--- config.mk ---
export PLATFORM = sky130hd
export DESIGN_NAME = pattern_event_counter
export DESIGN_NICKNAME = d
export VERILOG_FILES = /design/src/rtl/pattern_event_counter.sv
export SDC_FILE = /design/constraint.sdc
export NUM_CORES = 1
export LEC_CHECK = 0
export CAP_MARGIN = 20
export CORE_ASPECT_RATIO = 0.8
export CORE_MARGIN = 4
export CORE_UTILIZATION = 42
export CTS_CLUSTER_DIAMETER = 40
export DETAILED_ROUTE_END_ITERATION = 16
export PLACE_DENSITY = 0.64
export SYNTH_ARGS = -nofsm -noshare
export SYNTH_HDL_FRONTEND = slang
export SYNTH_SLANG_ARGS = --single-unit
export TNS_END_PERCENT = 30
--- constraint.sdc ---
create_clock -name clock -period 3.3 [get_ports clock]
set_clock_uncertainty 0.2 [all_clocks]
set_input_delay 0.66 -clock clock [delete_from_list [all_inputs] [get_ports clock]]
set_output_delay 0.66 -clock clock [all_outputs]
set_load 0.05 [all_outputs]
--- src/rtl/pattern_event_counter.sv ---
// pattern_event_counter
// Counts "110" (code 2) and "001" (code 1) detections from the Mealy pattern
// detector over windows of WINDOW valid samples. It publishes one report per
// window through a valid/ready handshake. If a window ends while the previous
// report is still unconsumed, that window is dropped. The next report then
// carries an overrun flag to show that data was lost.
module pattern_event_counter #(
  parameter int WINDOW = 16,
  parameter int CNT_W  = 5
) (
  input  logic             clock,
  input  logic             reset_n,
  input  logic [1:0]       code,
  input  logic             code_valid,
  input  logic             clear,
  output logic             rpt_valid,
  input  logic             rpt_ready,
  output logic [CNT_W-1:0] rpt_cnt_hi,
  output logic [CNT_W-1:0] rpt_cnt_lo,
  output logic             rpt_err,
  output logic             rpt_overrun
);

  // A one-sample window still needs a one-bit counter, so the width never drops to zero
  localparam int SMP_W = (WINDOW > 1) ? $clog2(WINDOW) : 1;
  localparam logic [SMP_W-1:0] LAST_SMP = SMP_W'(WINDOW - 1);
  localparam logic [CNT_W-1:0] CNT_MAX  = '1;

  typedef enum logic {
    EMPTY,
    FULL
  } state_e;

  state_e           state_q, state_d;

  logic [SMP_W-1:0] smp_q, smp_d;
  logic [CNT_W-1:0] acc_hi_q, acc_hi_d;
  logic [CNT_W-1:0] acc_lo_q, acc_lo_d;
  logic             acc_err_q, acc_err_d;
  logic             drop_q, drop_d;

  logic [CNT_W-1:0] rpt_hi_q, rpt_hi_d;
  logic [CNT_W-1:0] rpt_lo_q, rpt_lo_d;
  logic             rpt_err_q, rpt_err_d;
  logic             rpt_ovr_q, rpt_ovr_d;

  logic             take;
  logic             end_win;
  logic [CNT_W-1:0] hi_final;
  logic [CNT_W-1:0] lo_final;
  logic             err_final;

  // Qualify this cycle's sample (clear discards it) and fold it into saturating window totals
  always_comb begin
    take      = code_valid & ~clear;
    end_win   = take && (smp_q == LAST_SMP);
    hi_final  = acc_hi_q;
    lo_final  = acc_lo_q;
    err_final = acc_err_q;
    if (code == 2'd2 && acc_hi_q != CNT_MAX) begin
      hi_final = acc_hi_q + CNT_W'(1);
    end
    if (code == 2'd1 && acc_lo_q != CNT_MAX) begin
      lo_final = acc_lo_q + CNT_W'(1);
    end
    if (code == 2'd3) begin
      err_final = 1'b1;
    end
  end

  // Window bookkeeping: clear or end of window restarts; invalid cycles hold everything
  always_comb begin
    smp_d     = smp_q;
    acc_hi_d  = acc_hi_q;
    acc_lo_d  = acc_lo_q;
    acc_err_d = acc_err_q;
    if (clear || end_win) begin
      smp_d     = '0;
      acc_hi_d  = '0;
      acc_lo_d  = '0;
      acc_err_d = 1'b0;
    end else if (code_valid) begin
      smp_d     = smp_q + SMP_W'(1);
      acc_hi_d  = hi_final;
      acc_lo_d  = lo_final;
      acc_err_d = err_final;
    end
  end

  // Window state registers
  always_ff @(posedge clock or negedge reset_n) begin
    if (!reset_n) begin
      smp_q     <= '0;
      acc_hi_q  <= '0;
      acc_lo_q  <= '0;
      acc_err_q <= 1'b0;
    end else begin
      smp_q     <= smp_d;
      acc_hi_q  <= acc_hi_d;
      acc_lo_q  <= acc_lo_d;
      acc_err_q <= acc_err_d;
    end
  end

  // Report FSM: load on end of window when empty or being drained, otherwise drop and remember it
  always_comb begin
    state_d   = state_q;
    drop_d    = drop_q;
    rpt_hi_d  = rpt_hi_q;
    rpt_lo_d  = rpt_lo_q;
    rpt_err_d = rpt_err_q;
    rpt_ovr_d = rpt_ovr_q;
    unique case (state_q)
      EMPTY: begin
        if (end_win) begin
          rpt_hi_d  = hi_final;
          rpt_lo_d  = lo_final;
          rpt_err_d = err_final;
          rpt_ovr_d = drop_q;
          drop_d    = 1'b0;
          state_d   = FULL;
        end
      end
      FULL: begin
        if (end_win && rpt_ready) begin
          rpt_hi_d  = hi_final;
          rpt_lo_d  = lo_final;
          rpt_err_d = err_final;
          rpt_ovr_d = drop_q;
          drop_d    = 1'b0;
        end else if (rpt_ready) begin
          state_d = EMPTY;
        end else if (end_win) begin
          drop_d = 1'b1;
        end
      end
      default: state_d = EMPTY;
    endcase
  end

  // Report state registers
  always_ff @(posedge clock or negedge reset_n) begin
    if (!reset_n) begin
      state_q   <= EMPTY;
      drop_q    <= 1'b0;
      rpt_hi_q  <= '0;
      rpt_lo_q  <= '0;
      rpt_err_q <= 1'b0;
      rpt_ovr_q <= 1'b0;
    end else begin
      state_q   <= state_d;
      drop_q    <= drop_d;
      rpt_hi_q  <= rpt_hi_d;
      rpt_lo_q  <= rpt_lo_d;
      rpt_err_q <= rpt_err_d;
      rpt_ovr_q <= rpt_ovr_d;
    end
  end

  assign rpt_valid   = (state_q == FULL);
  assign rpt_cnt_hi  = rpt_hi_q;
  assign rpt_cnt_lo  = rpt_lo_q;
  assign rpt_err     = rpt_err_q;
  assign rpt_overrun = rpt_ovr_q;

endmodule

# ---- Word-level counts from Yosys, hierarchy flattened
# Index checks and enable logic that the tools add are counted.
dict set report classes {
  shift 0
  eq_ne 10
  div_mod_pow 0
  order_cmp 0
  n_reduce_logical 8
  n_bitwise 3
  n_mux 32
  add_sub_neg 3
  multipliers 0
}
# operator n
set ops {}
lappend ops {{5-bit two-way mux} 10}
lappend ops {{5-bit one-hot mux with 2 select lines} 2}
lappend ops {{1-bit two-way mux} 14}
lappend ops {{5-bit by 1-bit adder with 5-bit output, second input constant} 2}
lappend ops {{5-bit inequality test, second input constant} 2}
lappend ops {{4-bit two-way mux} 2}
lappend ops {{1-bit one-hot mux with 2 select lines} 4}
lappend ops {{4-bit by 1-bit adder with 4-bit output, second input constant} 1}
lappend ops {{2-bit equality test, second input constant} 2}
lappend ops {{4-bit equality test, second input constant} 1}
lappend ops {{1-bit logical AND} 4}
lappend ops {{3-bit by 1-bit inequality test with 1-bit output, second input constant} 1}
lappend ops {{3-bit by 2-bit inequality test with 1-bit output, second input constant} 1}
lappend ops {{3-bit AND reduction} 1}
lappend ops {{2-bit by 1-bit equality test with 1-bit output, second input constant} 1}
lappend ops {{2-bit by 1-bit inequality test with 1-bit output, second input constant} 1}
lappend ops {{2-bit inequality test, second input constant} 1}
lappend ops {{1-bit NOT} 2}
lappend ops {{2-bit AND reduction} 1}
lappend ops {{2-bit nonzero test} 1}
lappend ops {{1-bit bitwise AND} 1}
lappend ops {{1-bit logical OR} 1}
dict set report word_totals {
  out_inout_bits 13
  memories 0
  elab_cells 66
  input_bits 7
  reg_bits 29
  romBits 0
  ramBits 0
  latch_bits 0
}

# ---- Depth between registers and ports, before layout
dict set report logic_depth {
  ltp_word 7
  ltp_mapped 7
  ltp_nobuf 6
}

# ---- Worst setup path before layout
# OpenSTA, ideal clock, no wires.
dict set report synth_path {
  kind {flip-flop to flip-flop}
  start {register acc_hi_q[0]}
  end {register acc_hi_q[3]}
  n_path_buf 1
  arrival_ns 2.108
  setup_time_ns 0.082
  path_stages_with_launch 8
  synth_period_minus_slack_ns 2.390
  slack_ns 0.910
  required_time_ns 3.018
  cell_sequence {dfrtp_1 ha_1 and3_1 ha_1 or3b_1 buf_2 or4b_1 a31oi_1}
}
dict set report synth_between {
  elab_chain_cells 5
  elab_cells_between_ends 6
  classes_between {1 x add/sub; 1 x eq/ne; 3 x mux; 1 x reduce/logical}
}
# item line
set synth_lines {}
lappend synth_lines {{from (decl)} 37} ;# logic [CNT_W-1:0] acc_hi_q, acc_hi_d;
lappend synth_lines {{from (signal assigned)} 99} ;# acc_hi_q <= acc_hi_d;
lappend synth_lines {{branches (longest 2 deep; another with 5-bit by 1-bit adder with 5-bit output)} --}
lappend synth_lines {{5-bit two-way mux (*)} 60} ;# if (code == 2'd2 && acc_hi_q != CNT_MAX) begin
lappend synth_lines {{5-bit two-way mux (*)} 82} ;# end else if (code_valid) begin
lappend synth_lines {{5-bit two-way mux (*)} 77} ;# if (clear || end_win) begin
# Mark *: on every way between the ends. The select of a mux whose other input is x is not followed.
# A chain may end at the register's enable or synchronous reset.

# ---- Worst setup path after layout
dict set report layout_path {
  start {input port code_valid}
  end {register rpt_lo_q[0] (netlist: rpt_cnt_lo[0])}
}
dict set report layout_between {
  elab_chain_cells 5
  elab_cells_between_ends 6
  classes_between {2 x eq/ne; 1 x bitwise; 3 x reduce/logical}
}
# item line
set layout_lines {}
lappend layout_lines {{from (decl)} 14} ;# input logic code_valid,
lappend layout_lines {{1-bit bitwise AND (*)} 55} ;# take = code_valid & ~clear;
lappend layout_lines {{1-bit logical AND (*)} 56} ;# end_win = take && (smp_q == LAST_SMP);
lappend layout_lines {{1-bit logical AND} 125} ;# if (end_win && rpt_ready) begin
lappend layout_lines {{2-bit by 1-bit inequality test with 1-bit output (no line)} --}
lappend layout_lines {{2-bit AND reduction (no line) (*)} --}
lappend layout_lines {{to (signal assigned)} 154} ;# rpt_lo_q <= rpt_lo_d;
lappend layout_lines {{to (decl)} 43} ;# logic [CNT_W-1:0] rpt_lo_q, rpt_lo_d;
# Mark *: on every way between the ends. The rest lies on a longest branch, timed or not.

==> results.toml <==
[logic_synthesis]
ys.flop_type = "dfrtp_1"
syn_area_um2 = 1590
yosysSeqAreaShare_pct = 45.6
syn_avg_cell_area_um2 = 9.82
netlist_instances = 162
synth_cell_types = 34
ys_seq_elements = 29
synth_edf_count = 0
async_reset_ff_share_pct = 100
syn-num-nets = 174
yosysWarnings = 0

[cts]
path_clk_slew_ns = 0.06
clock_sinks = 29
cts_tree = "yes"
clk_path_buf_depth = 2
cts-htree-levels = 2
clkLatencyLatePin_ns = 0.28
hold_buffers = 0
cts_buffers = 5
cts_setup_buffers = 0
cts_resized = 0
cts_root_buf = "clkbuf_8"

[critical_path]
start_kind = "input port"
critPathRequiredTime_ns = 3.27
crit_arrival_ns = 2.48
r2r_cells = 6
cp_top_family = "simple AND/OR/NAND/NOR gates"
cp_slowest_stage_delay_ns = 0.56
crit_slowest_cell = "and3_1"
worstReg2RegStart = "acc_hi_q[0]"
crit_type = "input port to register"
reg2reg_to = "acc_hi_q[3]"
critPathBufInv = 1
crit_fanout = 12
cp-end-kind = "register"
crit_chain = "clkdlybuf4s50_1 > and4_1 > and3_1 > mux2_2"
r2r_slack_ns = 0.81

[timing]
fin_crit_ns = 2.52
finalHoldViolations = 0
setup_viol = 0
fmax_mhz = 397
setup_tns_ns = 0
whs_ns = 0.290
slew_headroom_pct = 64.5
fin_crit_sh_pct = 76.3
rsz0062_at_grt = "false"
final_max_slew_viol_count = 0
worst_pin_slew_ns = 0.533

[final_layout]
fin_util_pct = 53.8
final_common_cell = "dfrtp_1"
final_nets = 194
drive_gt1_share_pct = 8.74
diodes = 0
area_delta_synth_final_pct = 19.7
mostFrequentLayoutCells = "29 x dfrtp_1, 19 x clkdlybuf4s50_1, 15 x a31oi_1, 13 x a21oi_1, 10 x nand2_1"
final_area_um2 = 1910

[route]
via_count = 1339
viasPerCell = 5.95
first_pass_iters = 4
wire_per_inst_um = 16.4
routed_wl_mm = 3.69
postRouteAntennaNets = 0
drt_iter0_drc = 120
drc_errors = 0

[placed_design]
post-dp-hpwl_mm = 2.51
placed_area_um2 = 1820
port_buffers = 19
gp_congestion = 0.884

[power]
peakVddDrop_uv = 193
p_per_area_nw_per_um2 = 376
leakagePower_uw = 0.000801

[job]
max_cap_violations = 0

[global_route]
antenna_found_initial = 0
grt.overflow.total = 0
grt_usage_pct = 17.0
grt_pass1_vias = 1320
grt_max_degree = 30
grt_pass1_wl_mm = 6.45

[hold_path]
hold_depth = 1
hold_start = "rpt_cnt_lo[2]"
hold_class = "register to register"
min_to = "rpt_cnt_lo[2]"

[die]
die_area_um2 = 4840
core_area_um2 = 3540
die_y_um = 63.1
ios = 20
core.rowCount = 19
die_w_um = 76.8
initial_utilization_pct = 44.9

[status]
status = "finished, final reports clean"
[report_power, final]
part	internal, µW	switching, µW	leakage, µW
Clock	146	136	0.0000450
Sequential	361	7.56	0.000402
Combinational	26.6	38.6	0.000354
Total	534	182	0.000801
[how the worst max path moves through the flow]
stage	startpoint	to	slack (ns)	depth (start not counted)
global route	code_valid	rpt_cnt_hi[2]	0.65	4
finish	code_valid	rpt_cnt_lo[0]	0.78	4
global placement	code_valid	rpt_cnt_lo[0]	0.55	4
CTS	code_valid	rpt_cnt_lo[0]	0.78	4
detailed placement	code_valid	rpt_cnt_lo[0]	0.48	4
floorplan	acc_hi_q[0]	acc_hi_q[3]	0.91	7
[through the flow]
stage,cells,power [µW],setup slack [ns]
floorplan,162,411,0.910
global placement,217,437,0.548
detailed placement,217,440,0.478
CTS,225,723,0.779
global route,225,747,0.654
finish,225,716,0.783
[per-layer routing]
layer,routed length [µm],track usage (%),vias to the layer above
li1,-,-,641
met1,1900,23.3,648
met2,1540,25.4,42
met3,182,4.84,8
met4,60,6.79,0
met5,0,0,-
[sequential cells by signal, summed over array words and instances, names as in the netlist]
| register | flops |
|---|---|
| acc_err_q | 1 |
| acc_hi_q | 5 |
| acc_lo_q | 5 |
| drop_q | 1 |
| rpt_cnt_hi | 5 |
| rpt_cnt_lo | 5 |
| rpt_err | 1 |
| rpt_overrun | 1 |
| rpt_valid | 1 |
| smp_q | 4 |
[layout make-up]
| class | instances | area [µm²] |
|---|---|---|
| Tap cell | 42 | 52.6 |
| Sequential cell | 29 | 726 |
| Timing Repair Buffer | 23 | 220 |
| Multi-Input combinational cell | 118 | 806 |
| Fill cell | 327 | 1640 |
| Inverter | 5 | 18.8 |
| Clock inverter | 2 | 10.0 |
| Clock buffer | 6 | 72.6 |
[cells in the mapped netlist (2+ instances only)]
master / count / area (µm²)
or3b_1: 2 / 17.5
ha_1: 5 / 62.6
a41oi_1: 2 / 17.5
o32ai_1: 4 / 35.0
mux2_1: 3 / 33.8
nand2_1: 10 / 37.5
nor3b_2: 2 / 25.0
nor2_1: 2 / 7.51
a21oi_1: 13 / 65.1
nor3_1: 2 / 10.0
mux2_2: 2 / 22.5
mux2i_1: 4 / 40.0
xnor2_1: 4 / 35.0
dfrtp_1: 29 / 726
nor2b_1: 8 / 50.1
nand2b_1: 5 / 31.3
nand3_1: 9 / 45.0
nor3b_1: 2 / 15.0
and3_1: 4 / 25.0
or3_1: 2 / 12.5
clkbuf_1: 7 / 26.3
buf_2: 3 / 15.0
o21ai_0: 9 / 45.0
a31oi_1: 15 / 93.8
inv_1: 5 / 18.8
[logic make-up after synthesis]
family                   share of synthesized area (%)
multiplexers                                      6.05
AO/OA/AOI/OAI                                     17.1
AND/OR/NAND/NOR                                   20.8
flip-flops                                        45.6
XOR/XNOR                                          2.75
buffers and inverters                             3.77
adder cells (fa/ha/maj)                           3.93
[worst reg2reg max path, cell delays in order (launching register included)]
cell	delay (ns)
dfrtp_1	0.43
ha_1	0.22
and3_1	0.18
ha_1	0.21
or3b_1	0.47
or4b_1	0.54
a31oi_1	0.16
(Power assumes the default switching activity.)
